$ cat src/rtl/mem_port_arbiter.sv
// Shares one single-ported, variable-latency memory between the fetch and load/store paths.
// Round-robin on ties, one access in flight, and an abort when the memory never acknowledges.
module mem_port_arbiter #(
    parameter int ADDR_W  = 32,
    parameter int DATA_W  = 32,
    parameter int TIMEOUT = 16
) (
    input  logic              clk_i,
    input  logic              rst_i,
    input  logic              i_req_i,
    input  logic [ADDR_W-1:0] i_addr_i,
    output logic              i_ack_o,
    output logic [DATA_W-1:0] i_rdata_o,
    input  logic              d_req_i,
    input  logic [ADDR_W-1:0] d_addr_i,
    input  logic              d_we_i,
    input  logic [DATA_W-1:0] d_wdata_i,
    output logic              d_ack_o,
    output logic [DATA_W-1:0] d_rdata_o,
    output logic              err_o,
    output logic              if_stall_o,
    output logic              mem_req_o,
    output logic [ADDR_W-1:0] mem_addr_o,
    output logic              mem_we_o,
    output logic [DATA_W-1:0] mem_wdata_o,
    input  logic              mem_ack_i,
    input  logic [DATA_W-1:0] mem_rdata_i
);
    localparam int CNT_W = $clog2(TIMEOUT + 1);

    typedef enum logic {ST_IDLE = 1'b0, ST_BUSY = 1'b1} state_t;

    state_t             r_state;
    state_t             w_state_nxt;
    logic               r_owner_d;
    logic               r_last_d;
    logic [CNT_W-1:0]   r_cnt;
    logic               r_i_ack;
    logic               r_d_ack;
    logic               r_err;
    logic [ADDR_W-1:0]  r_mem_addr;
    logic               r_mem_we;
    logic [DATA_W-1:0]  r_mem_wdata;
    logic [DATA_W-1:0]  r_i_rdata;
    logic [DATA_W-1:0]  r_d_rdata;

    logic               w_i_elig;
    logic               w_d_elig;
    logic               w_grant_i;
    logic               w_grant_d;
    logic               w_done;
    logic               w_abort;
    logic [DATA_W-1:0]  w_ret_data;

    always_ff @(posedge clk_i) begin
        if (rst_i) begin
            r_state <= ST_IDLE;
        end else begin
            r_state <= w_state_nxt;
        end
    end

    // A requester whose ack is pulsing this cycle is still holding req; mask it so it is not re-granted.
    always_comb begin
        w_state_nxt = r_state;
        w_grant_i   = 1'b0;
        w_grant_d   = 1'b0;
        w_done      = 1'b0;
        w_abort     = 1'b0;
        w_i_elig    = i_req_i & ~r_i_ack;
        w_d_elig    = d_req_i & ~r_d_ack;
        case (r_state)
            ST_IDLE: begin
                if (w_i_elig && (!w_d_elig || r_last_d)) begin
                    w_grant_i   = 1'b1;
                    w_state_nxt = ST_BUSY;
                end else if (w_d_elig) begin
                    w_grant_d   = 1'b1;
                    w_state_nxt = ST_BUSY;
                end
            end
            ST_BUSY: begin
                if (mem_ack_i) begin
                    w_done      = 1'b1;
                    w_state_nxt = ST_IDLE;
                end else if (r_cnt == CNT_W'(TIMEOUT - 1)) begin
                    w_abort     = 1'b1;
                    w_state_nxt = ST_IDLE;
                end
            end
            default: w_state_nxt = ST_IDLE;
        endcase
    end

    assign w_ret_data = w_abort ? '0 : mem_rdata_i;

    always_ff @(posedge clk_i) begin
        if (rst_i) begin
            r_owner_d   <= 1'b0;
            r_last_d    <= 1'b1;
            r_cnt       <= '0;
            r_i_ack     <= 1'b0;
            r_d_ack     <= 1'b0;
            r_err       <= 1'b0;
            r_mem_addr  <= '0;
            r_mem_we    <= 1'b0;
            r_mem_wdata <= '0;
            r_i_rdata   <= '0;
            r_d_rdata   <= '0;
        end else begin
            r_i_ack <= 1'b0;
            r_d_ack <= 1'b0;
            r_err   <= 1'b0;
            if (w_grant_i || w_grant_d) begin
                r_owner_d   <= w_grant_d;
                r_last_d    <= w_grant_d;
                r_cnt       <= '0;
                r_mem_addr  <= w_grant_d ? d_addr_i : i_addr_i;
                r_mem_we    <= w_grant_d & d_we_i;
                r_mem_wdata <= w_grant_d ? d_wdata_i : '0;
            end
            if (w_done || w_abort) begin
                r_err <= w_abort;
                if (r_owner_d) begin
                    r_d_ack   <= 1'b1;
                    r_d_rdata <= w_ret_data;
                end else begin
                    r_i_ack   <= 1'b1;
                    r_i_rdata <= w_ret_data;
                end
            end else if (r_state == ST_BUSY) begin
                r_cnt <= r_cnt + CNT_W'(1);
            end
        end
    end

    assign mem_req_o   = (r_state == ST_BUSY);
    assign mem_addr_o  = r_mem_addr;
    assign mem_we_o    = r_mem_we;
    assign mem_wdata_o = r_mem_wdata;
    assign i_ack_o     = r_i_ack;
    assign d_ack_o     = r_d_ack;
    assign err_o       = r_err;
    assign i_rdata_o   = r_i_rdata;
    assign d_rdata_o   = r_d_rdata;
    assign if_stall_o  = i_req_i & ~r_i_ack;

endmodule

$ cat config.mk
export PLATFORM = sky130hd
export DESIGN_NAME = mem_port_arbiter
export DESIGN_NICKNAME = d
export VERILOG_FILES = /design/src/rtl/mem_port_arbiter.sv
export SDC_FILE = /design/constraint.sdc
export NUM_CORES = 1
export LEC_CHECK = 0
export ABC_CLOCK_PERIOD_IN_PS = 2000
export BUFFER_PORTS_ARGS = -buffer_cell sky130_fd_sc_hd__buf_4
export CORE_MARGIN = 4
export CORE_UTILIZATION = 42
export CTS_BUF_LIST = sky130_fd_sc_hd__clkbuf_2 sky130_fd_sc_hd__clkbuf_4 sky130_fd_sc_hd__clkbuf_8
export DETAILED_ROUTE_END_ITERATION = 10
export PLACE_DENSITY = 0.75
export SETUP_SLACK_MARGIN = 0.02
export SLEW_MARGIN = 10
export SYNTH_ARGS = -nofsm -noshare
export SYNTH_HDL_FRONTEND = slang
export SYNTH_SLANG_ARGS = --single-unit
$ cat constraint.sdc
create_clock -name clk_i -period 2 [get_ports clk_i]
set_clock_uncertainty 0.2 [all_clocks]
set_input_delay 0 -clock clk_i [delete_from_list [all_inputs] [get_ports clk_i]]
set_output_delay 0 -clock clk_i [all_outputs]
set_load 0.05 [all_outputs]
==> results by group, run 1 <==
Run status
  • Outcome: finished clean

Placed design
  • I/O Buffers: 267
  • Dpl ws: -0.00314 ns
  • GPL Wtd Cong: 0.823
  • DP HPWL: 11600 um

Final layout
  • Commonest non-fill, non-tap cell in the layout: buf_4
  • Most frequent cells in the layout: buf_4, dfxtp_1, dlygate4sd3_1
  • Nets@finish: 1047
  • Filler cells: 666
  • Area grow syn2layout: 80.1%
  • Share of cells above drive strength 1: 37.1%

Timing
  • Crit share post-route: 98.2%
  • Slew of the pin with the lowest slew margin: 0.492 ns
  • Final WS setup: 0.0353 ns
  • RSZ-0062 raised after global routing: yes
  • Hold Violations, Final: 0
  • Max-slew violations: 0
  • Setup_tns: 0 ns
  • Setup violators final: 0
  • Min Tclk post-route: 1.96 ns
  • FMAX: 0.509 GHz
  • Remaining max-slew budget at the tightest pin: 67.2%

Synth
  • Largest family of logic cells by synthesized area: compound AO/OA/AOI/OAI gates
  • Syn nets: 655
  • Synth warn: 0
  • Synthesis-stage register bit count: 140
  • Mapped Area: 0.00509 sq mm
  • Post-synthesis mux area share: 6.29%
  • Post-synth EDFFs: 0
  • Post-synthesis sequential area ratio: 55.0%
  • Compound-Gate Fraction of Synth Area: 18.8%
  • Adder-cell share of the synthesized area: 0.491%
  • Synth Instances: 519
  • Post-Synth Simple-Gate Area: 14.1%
  • Synth Flop Type: dfxtp_1
  • XOR/XNOR Fraction of Synth Area: 0.172%
  • Synth cell types: 36
  • Synthesized area per cell: 9.82 sq um
  • Post-synthesis async set-or-reset flop share: 0%

Floorplanning
  • Die X-Extent: 118 um
  • I/O Pins: 268
  • DIE AREA: 0.0140 sq mm
  • Initial Utilization: 43.7%
  • # rows: 39
  • DIE HEIGHT: 118 um
  • Core ar.: 0.0117 sq mm

Power
  • Static Leakage: 4.15 nW
  • VDD IR-drop max: 0.538 mV
  • Cell area power density: 773 mW/mm^2

Clock tree
  • CTS root buf: clkbuf_8
  • CTS H-tree depth: 4
  • Clock transition at path regs: 0.07 ns
  • CTS tree: built
  • Clock sinks: 140
  • Total CTS buffers: 17
  • Clk buf depth: 2
  • Worst-skew pair later-pin latency: 0.43 ns

Critical path
  • CP cell instances: ha_2 -> and3_4 -> ha_4 -> buf_4 -> nand3b_1 -> buf_6 -> clkbuf_16 -> nand3_1 -> a21oi_1
  • Critical path required time: 2.10 ns
  • CP Class: flop to flop
  • CP Data Arrival Time: 2.06 ns
  • CP Capture Type: flop
  • Delay of the slowest critical-path stage: 0.36 ns
  • CP startpoint kind: flop
  • Largest fanout on the critical path: 16
  • Critical path's slowest cell: dfxtp_2

Routing
  • TritonRoute pass-1 iters: 6
  • DR vias: 5705
  • DR iter-0 viols: 452
  • Via/cell ratio: 5.31
  • DRC violations left: 0
  • Drt wl/cell: 18.7 um
  • Antenna Violating Nets Remaining: 0
  • Drt total wl: 20100 um

Job
  • Max-Cap Viols: 0

Global route
  • Overflow after GRT: 0
  • Initial antenna violation count: 7
  • Pin count of the biggest net entering global routing: 66
  • First-pass GRT wire length: 30300 um
  • All-Layer GR Usage: 27.1%
  • Vias in the first global route: 5844

Min path
  • Hold crit path type: primary input to flop
## per-layer routing
metal	GRT usage (%)	share of wire, %	vias to the layer above
met5	0	0	-
met4	17.1	5.0	0
met3	8.21	8.7	76
met2	45.6	50	344
met1	29.8	37	2648
li1	-	-	2637
## where the power goes
| group | switching (W) | total, W | leakage, nW | internal [W] |
|---|---|---|---|---|
| Sequential | 0.0000951 | 0.00303 | 1.14 | 0.00293 |
| Clock | 0.00103 | 0.00245 | 0.227 | 0.00142 |
| Combinational | 0.000931 | 0.00162 | 2.78 | 0.000687 |
| Total | 0.00206 | 0.00709 | 4.15 | 0.00503 |
## cell type report
cell class / instances / area (sq um) / area share [%]
antenna: 7 / 17.5 / 0.191
clock buffer: 25 / 319 / 3.48
clock inverter: 7 / 110 / 1.20
inverter: 5 / 18.8 / 0.204
multi-input combinational: 328 / 2110 / 23.0
sequential: 140 / 2810 / 30.6
tap: 143 / 179 / 1.95
timing repair buffer: 419 / 3610 / 39.4
## flip-flops by register name (all words and copies together) (netlist names)
name,count
d_ack_o,1
d_rdata_o,32
err_o,1
i_ack_o,1
i_rdata_o,32
mem_addr_o,32
mem_req_o,1
mem_wdata_o,32
mem_we_o,1
r_cnt,5
r_last_d,1
r_owner_d,1
## per-stage QoR
step	instance area, sq um	hold WS (ns)	total power, W	util (%)	std cells
2_1_floorplan	5110	-0.0762	0.00389	-	519
6_report	9180	0.129	0.00709	78.7	1074
3_3_place_gp	7260	0.0160	0.00442	62.3	898
5_1_grt	9180	0.115	0.00732	78.7	1074
3_5_place_dp	7260	0.0219	0.00444	62.3	898
4_1_cts	9050	0.0856	0.00706	77.6	1063
## final timing paths
kind | startpoint | endpoint | slack [ns] | depth (start not counted)
setup / recovery | r_cnt[1] | i_rdata_o[2] | 0.04 | 9
setup reg to reg | r_cnt[1] | i_rdata_o[2] | 0.04 | 9
hold / removal | d_wdata_i[31] | mem_wdata_o[31] | 0.13 | 3
hold reg to reg | d_rdata_o[5] | d_rdata_o[5] | 0.25 | 2
## critical path, delay by kind of cell, from the launching register on
family / cells / cell delay [ns]
simple gates: 3 / 0.38
fa+ha+maj: 2 / 0.34
compound gates: 1 / 0.07
flops: 1 / 0.36
buf+inv: 3 / 0.46
## synth_stat cells, types with 2 or more instances
| cell | number | area (sq um) |
|---|---|---|
| mux2i_1 | 32 | 320 |
| dfxtp_1 | 140 | 2800 |
| nand3_1 | 64 | 320 |
| o2bb2ai_1 | 32 | 280 |
| buf_6 | 5 | 56.3 |
| nor2_1 | 9 | 33.8 |
| a22o_1 | 33 | 289 |
| buf_4 | 2 | 15.0 |
| buf_2 | 18 | 90.1 |
| inv_1 | 4 | 15.0 |
| buf_1 | 4 | 15.0 |
| a31o_2 | 2 | 17.5 |
| nand2b_1 | 2 | 12.5 |
| nand2_1 | 68 | 255 |
| ha_1 | 2 | 25.0 |
| nor3_1 | 3 | 15.0 |
| a21oi_1 | 64 | 320 |
| clkbuf_1 | 17 | 63.8 |
## logic make-up after synthesis
logic type,count (synthesis)
xor gates and xnor gates,1
adders and majority gates,2
muxes,32
AOI/OAI and AO/OA,138
buffers and inverters,51
and+or+nand+nor,155
DFF,140
## what timing repair did
item / 4_1_cts / 5_1_grt
setup buffers: 0 / 1
resized for setup: 5 / 10
setup endpoints to repair: 21 / 68
hold buffers: 133 / 0
endpoints found under the hold margin: 139 / 0
gates cloned: 0 / 3
pin swaps: 6 / 2
(Power assumes the default switching activity.)
==> inputs of run 2 (changes only) <==
Settings changed: CORE_UTILIZATION 42 to 40, PLACE_DENSITY 0.75 to 0.72.
==> run 2 against run 1 <==
Compared with the run above:
- critical path depth shrank 1
- non-clock buffer count increased by 9
- sequential cell count did not move
- wire length up 3.2%
- the flow now finishes with violations (negative hold slack)
- critical endpoint is now d_rdata_o[11]
- power down 1.7%
==> results by group, run 2 (synthesized netlist as in run 1, its figures left out) <==
Clock tree
  • Total CTS buffers: 17 (unchanged)
  • Clock sinks: 140 (unchanged)
  • Clock transition at path regs: 0.08 ns (about the same)
  • # hold bufs at CTS: 135 (+1.5%)
  • Worst-skew pair later-pin latency: 0.42 ns (about the same)
  • CTS root buf: clkbuf_8
  • CTS H-tree depth: 4 (unchanged)
  • CTS tree: built
  • Clk buf depth: 2 (unchanged)

Critical path
  • CP Capture Type: flop
  • Critical path required time: 2.15 ns (+0.05 ns)
  • Critical R2R Launch: r_cnt[1]
  • Largest fanout on the critical path: 8 (-8)
  • CP Data Arrival Time: 2.11 ns (+0.05 ns)
  • R2R setup slack: 0.04 ns (about the same)
  • Crit. Startpoint: r_cnt[1]
  • CP Class: flop to flop
  • R2R depth: 8 (-1)
  • Reg2reg end: d_rdata_o[11]
  • CP startpoint kind: flop
  • CP endpoint: d_rdata_o[11]

Final layout
  • Area grow syn2layout: 83.1%
  • Filler cells: 774 (+16%)
  • Post-layout instance area: 0.00933 sq mm (+1.6%)
  • Commonest non-fill, non-tap cell in the layout: buf_4
  • Nets@finish: 1057 (+0.96%)
  • Most frequent cells in the layout: buf_4, dfxtp_1, dlygate4sd3_1
  • Share of cells above drive strength 1: 37.8% (+0.71 points)

Job
  • Max-Cap Viols: 0 (unchanged)

Routing
  • TritonRoute pass-1 iters: 5 (-1)
  • Antenna Violating Nets Remaining: 0 (unchanged)
  • Via/cell ratio: 5.21 (-1.9%)
  • Drt wl/cell: 18.7 um (+0.31%)
  • DRC violations left: 0 (unchanged)
  • Drt total wl: 20700 um (+3.2%)
  • DR iter-0 viols: 496 (+9.7%)
  • DR vias: 5759 (+0.95%)

Floorplanning
  • DIE HEIGHT: 121 um (+2.3%)
  • # rows: 40 (+2.6%)
  • Core ar.: 0.0123 sq mm (+5.1%)
  • Die X-Extent: 121 um (+2.3%)
  • I/O Pins: 268 (unchanged)
  • DIE AREA: 0.0146 sq mm (+4.7%)
  • Initial Utilization: 41.6% (-2.1 points)

Placed design
  • GPL Wtd Cong: 0.782 (-5.0%)
  • Placement Cell Area: 0.00730 sq mm (+0.47%)
  • I/O Buffers: 267 (unchanged)
  • DP HPWL: 11400 um (-1.5%)
  • Dpl ws: -0.0166 ns (-0.0134 ns)

Timing
  • Worst hold slack: -0.210 ns (-0.339 ns)
  • Final WS setup: 0.0436 ns (+0.00827 ns)
  • Slew of the pin with the lowest slew margin: 0.895 ns (+0.403 ns)
  • Setup violators final: 0 (unchanged)
  • Crit share post-route: 97.8% (-0.41 points)
  • RSZ-0062 raised after global routing: yes
  • Min Tclk post-route: 1.96 ns (-0.00827 ns)
  • Setup_tns: 0 ns (unchanged)
  • FMAX: 0.511 GHz (+0.42%)
  • Max-slew violations: 0 (unchanged)
  • Remaining max-slew budget at the tightest pin: 40.3% (-27 points)
  • Hold Violations, Final: 22 (+22)

Global route
  • First-pass GRT wire length: 29900 um (-1.5%)
  • Pin count of the biggest net entering global routing: 52 (-21%)
  • All-Layer GR Usage: 26.1% (-0.97 points)
  • Vias in the first global route: 5842 (-0.034%)
  • Initial antenna violation count: 4 (-3)
  • Overflow after GRT: 0 (unchanged)

Power
  • Cell area power density: 748 mW/mm^2 (-3.3%)
  • VDD IR-drop max: 0.485 mV (-9.9%)
  • Static Leakage: 4.20 nW (+1.3%)

Run status
  • Outcome: finished with violations
  • Failing checks: negative hold slack

Min path
  • Hold crit path type: primary input to flop
run 2: how the worst min path moves through the flow:
stage | from | end | slack (ns) | cells after the start
after floorplan | rst_i | r_last_d | -0.08 | 2
after global placement | d_wdata_i[15] | mem_wdata_o[15] | 0.02 | 2
after detailed placement | d_wdata_i[22] | mem_wdata_o[22] | 0.02 | 2
after CTS | rst_i | i_ack_o | -0.27 | 2
after global routing | rst_i | i_ack_o | -0.21 | 2
final | rst_i | i_ack_o | -0.21 | 2
run 2: metrics by stage:
stage | instances | total power (W) | utilization (%)
floorplan | 519 | 0.00389 | -
global placement | 925 | 0.00443 | 59.5
detailed placement | 925 | 0.00445 | 59.5
CTS | 1091 | 0.00693 | 73.9
global route | 1105 | 0.00723 | 76.1
finish | 1105 | 0.00697 | 76.1
run 2: layout make-up:
type / instances / area [sq um] / area share [%]
Antenna cell: 4 / 10.0 / 0.107
Inverter: 5 / 18.8 / 0.201
Tap cell: 168 / 210 / 2.25
Timing Repair Buffer: 428 / 3740 / 40.1
Sequential cell: 140 / 2810 / 30.1
Clock buffer: 21 / 283 / 3.03
Multi-Input combinational cell: 329 / 2140 / 23.0
Clock inverter: 10 / 115 / 1.23
run 2: power by group:
group | switching [W] | internal, W | total, W
logic | 0.000957 | 0.000721 | 0.00168
registers | 0.0000946 | 0.00293 | 0.00303
clock network | 0.00106 | 0.00121 | 0.00227
total | 0.00211 | 0.00487 | 0.00697
run 2: critical path, stage by stage (launching register included):
cell and delay (ns):
dfxtp_2 0.34, ha_4 0.15, and3_4 0.18, ha_4 0.17
o21ai_4 0.18, or2_4 0.24, clkbuf_16 0.19, nand2_1 0.05
a21oi_1 0.17
run 2: what timing repair did:
action,4_1_cts,5_1_grt
gates cloned,0,7
hold endpoints to repair,139,22
pin swaps,0,14
buffers inserted,0,3
endpoints found under the setup margin,44,100
gates resized for setup,3,22
run 2: metal layers:
layer | routed length, um | vias to the layer above | share of wire, % | track usage, %
met4 | 960 | 0 | 4.6 | 14.9
met3 | 1670 | 73 | 8.1 | 7.69
li1 | - | 2669 | - | -
met1 | 7560 | 2682 | 37 | 28.8
met5 | 0 | - | 0 | 0
met2 | 10500 | 335 | 51 | 44.5
==> inputs of run 3 (changes only) <==
Settings changed: CORE_UTILIZATION 40 to 35, PLACE_DENSITY 0.72 to 0.64, RECOVER_POWER set to 100.
==> run 3 against run 2 <==
Compared with the run above:
- the flow now finishes without violations
- global-route usage fell by 4.8 points
- sequential cell count did not move
- critical path depth rose by 2
- sequential power barely moved
- critical path type unchanged
- largest cell class unchanged
==> results by group, run 3 (synthesized netlist as in run 1, its figures left out) <==
Critical path
  • CP startpoint kind: flop
  • CP Data Arrival Time: 2.12 ns (about the same)
  • Largest fanout on the critical path: 4 (-4)
  • CP Class: flop to flop
  • R2R setup slack: 0.05 ns (about the same)
  • CP Capture Type: flop
  • Critical path required time: 2.17 ns (+0.02 ns)

Placed design
  • GPL Wtd Cong: 0.810 (+3.6%)
  • DP HPWL: 11600 um (+1.6%)
  • I/O Buffers: 267 (unchanged)

Power
  • Cell area power density: 792 mW/mm^2 (+6.0%)
  • VDD IR-drop max: 0.495 mV (+2.0%)
  • Static Leakage: 3.69 nW (-12%)
  • Pwr Total: 0.00710 W (+1.7%)

Timing
  • Min Tclk post-route: 1.95 ns (-0.00680 ns)
  • FMAX: 0.513 GHz (+0.35%)
  • Hold Violations, Final: 0 (-100%)
  • Setup violators final: 0 (unchanged)
  • Crit share post-route: 97.5% (-0.34 points)
  • RSZ-0062 raised after global routing: yes
  • Remaining max-slew budget at the tightest pin: 54.6% (+14 points)
  • Max-slew violations: 0 (unchanged)
  • Setup_tns: 0 ns (unchanged)
  • Slew of the pin with the lowest slew margin: 0.685 ns (-0.210 ns)

Routing
  • Drt total wl: 19700 um (-4.9%)
  • DR iter-0 viols: 275 (-45%)
  • Antenna Violating Nets Remaining: 0 (unchanged)
  • Via/cell ratio: 5.03 (-3.5%)
  • DRC violations left: 0 (unchanged)
  • TritonRoute pass-1 iters: 5 (unchanged)
  • DR vias: 5662 (-1.7%)
  • Drt wl/cell: 17.5 um (-6.6%)

Global route
  • Pin count of the biggest net entering global routing: 47 (-9.6%)
  • Vias in the first global route: 5595 (-4.2%)
  • Overflow after GRT: 0 (unchanged)
  • All-Layer GR Usage: 21.3% (-4.8 points)
  • First-pass GRT wire length: 27900 um (-6.5%)
  • Initial antenna violation count: 0 (-4)

Floorplanning
  • DIE AREA: 0.0166 sq mm (+13%)
  • DIE HEIGHT: 129 um (+6.4%)
  • Core ar.: 0.0140 sq mm (+15%)
  • I/O Pins: 268 (unchanged)
  • Die X-Extent: 129 um (+6.4%)
  • Initial Utilization: 36.3% (-5.3 points)
  • # rows: 43 (+7.5%)

Final layout
  • Share of cells above drive strength 1: 24.7% (-13 points)
  • Multi-input logic area: 0.00215 sq mm (about the same)
  • Commonest non-fill, non-tap cell in the layout: buf_4
  • Final core occ: 63.8% (-12 points)
  • Filler cells: 1171 (+51%)
  • Nets@finish: 1065 (+0.76%)
  • Area grow syn2layout: 75.7%
  • Register area: 0.00281 sq mm (about the same)
  • Most frequent cells in the layout: buf_4, dfxtp_1, clkbuf_1

Clock tree
  • Clk buf depth: 2 (unchanged)
  • CTS tree: built
  • Clock sinks: 140 (unchanged)
  • Worst-skew pair later-pin latency: 0.43 ns (about the same)
  • Total CTS buffers: 17 (unchanged)
  • Clock transition at path regs: 0.08 ns (about the same)
  • CTS root buf: clkbuf_8
  • CTS H-tree depth: 4 (unchanged)

Run status
  • Outcome: finished clean

Min path
  • Hold crit path type: primary input to flop

Job
  • Max-Cap Viols: 0 (unchanged)
run 3: changes by cell type in the layout (fill, tap and decap cells not counted), sizes merged:
cell and change:
buf -123, bufinv +2, clkbuf +135, clkinvlp -2, dlymetal6s4s -2, nor2 -1
run 3: final cells by class:
cell class	count	area share (%)
repair buffers	437	36.7
flip-flops and latches	140	31.4
multi-input cells	328	24.0
clock buffers	22	3.31
well taps	180	2.52
clock inverters	10	1.79
inverters	5	0.210
diodes	4	0.112
run 3: worst paths after layout:
| kind | start | endpoint | cells past startpoint |
|---|---|---|---|
| worst max register to register | r_cnt[1] | d_rdata_o[28] | 10 |
| worst min register to register | d_rdata_o[27] | d_rdata_o[27] | 2 |
| worst min-delay path | d_wdata_i[28] | mem_wdata_o[28] | 3 |
| worst max-delay path | r_cnt[1] | d_rdata_o[28] | 10 |
run 3: worst max-delay path, cell delays in order (launching register included):
cell	delay, ns
dfxtp_2	0.37
ha_4	0.14
and3_4	0.19
ha_4	0.15
o21ai_4	0.06
buf_6	0.14
nor2_4	0.13
buf_4	0.16
buf_2	0.14
nand3_1	0.08
a21oi_1	0.13
run 3: stage by stage:
stage	instance area (sq um)	worst slack, ns	cells	hold slack (ns)
2_1_floorplan	5110	0.0491	519	-0.0762
3_3_place_gp	7340	0.0638	939	0.0165
3_5_place_dp	7340	0.00116	939	0.0223
4_1_cts	9140	0.0140	1104	0.0655
5_1_grt	8940	-0.0275	1122	0.0864
6_report	8950	0.0504	1126	0.120
run 3: layer usage:
metal  GRT usage, %  part of all wire [%]
met5              0                     0
met4           10.6                   2.7
met2           36.0                    50
met3           7.35                   8.9
met1           23.9                    38
run 3: what timing repair did:
item / in CTS / in global routing
setup endpoints to repair: 4 / 68
pin swaps: 3 / 5
hold endpoints to repair: 139 / 0
gates resized for setup: 3 / 23
buffers inserted: 0 / 10
hold buffers: 133 / 0
gates cloned: 0 / 8
run 3: power breakdown:
| group | switching, W | internal, W | total [W] |
|---|---|---|---|
| logic | 0.000923 | 0.000584 | 0.00151 |
| registers | 0.0000875 | 0.00293 | 0.00302 |
| clock network | 0.00106 | 0.00151 | 0.00257 |
| total | 0.00207 | 0.00502 | 0.00710 |
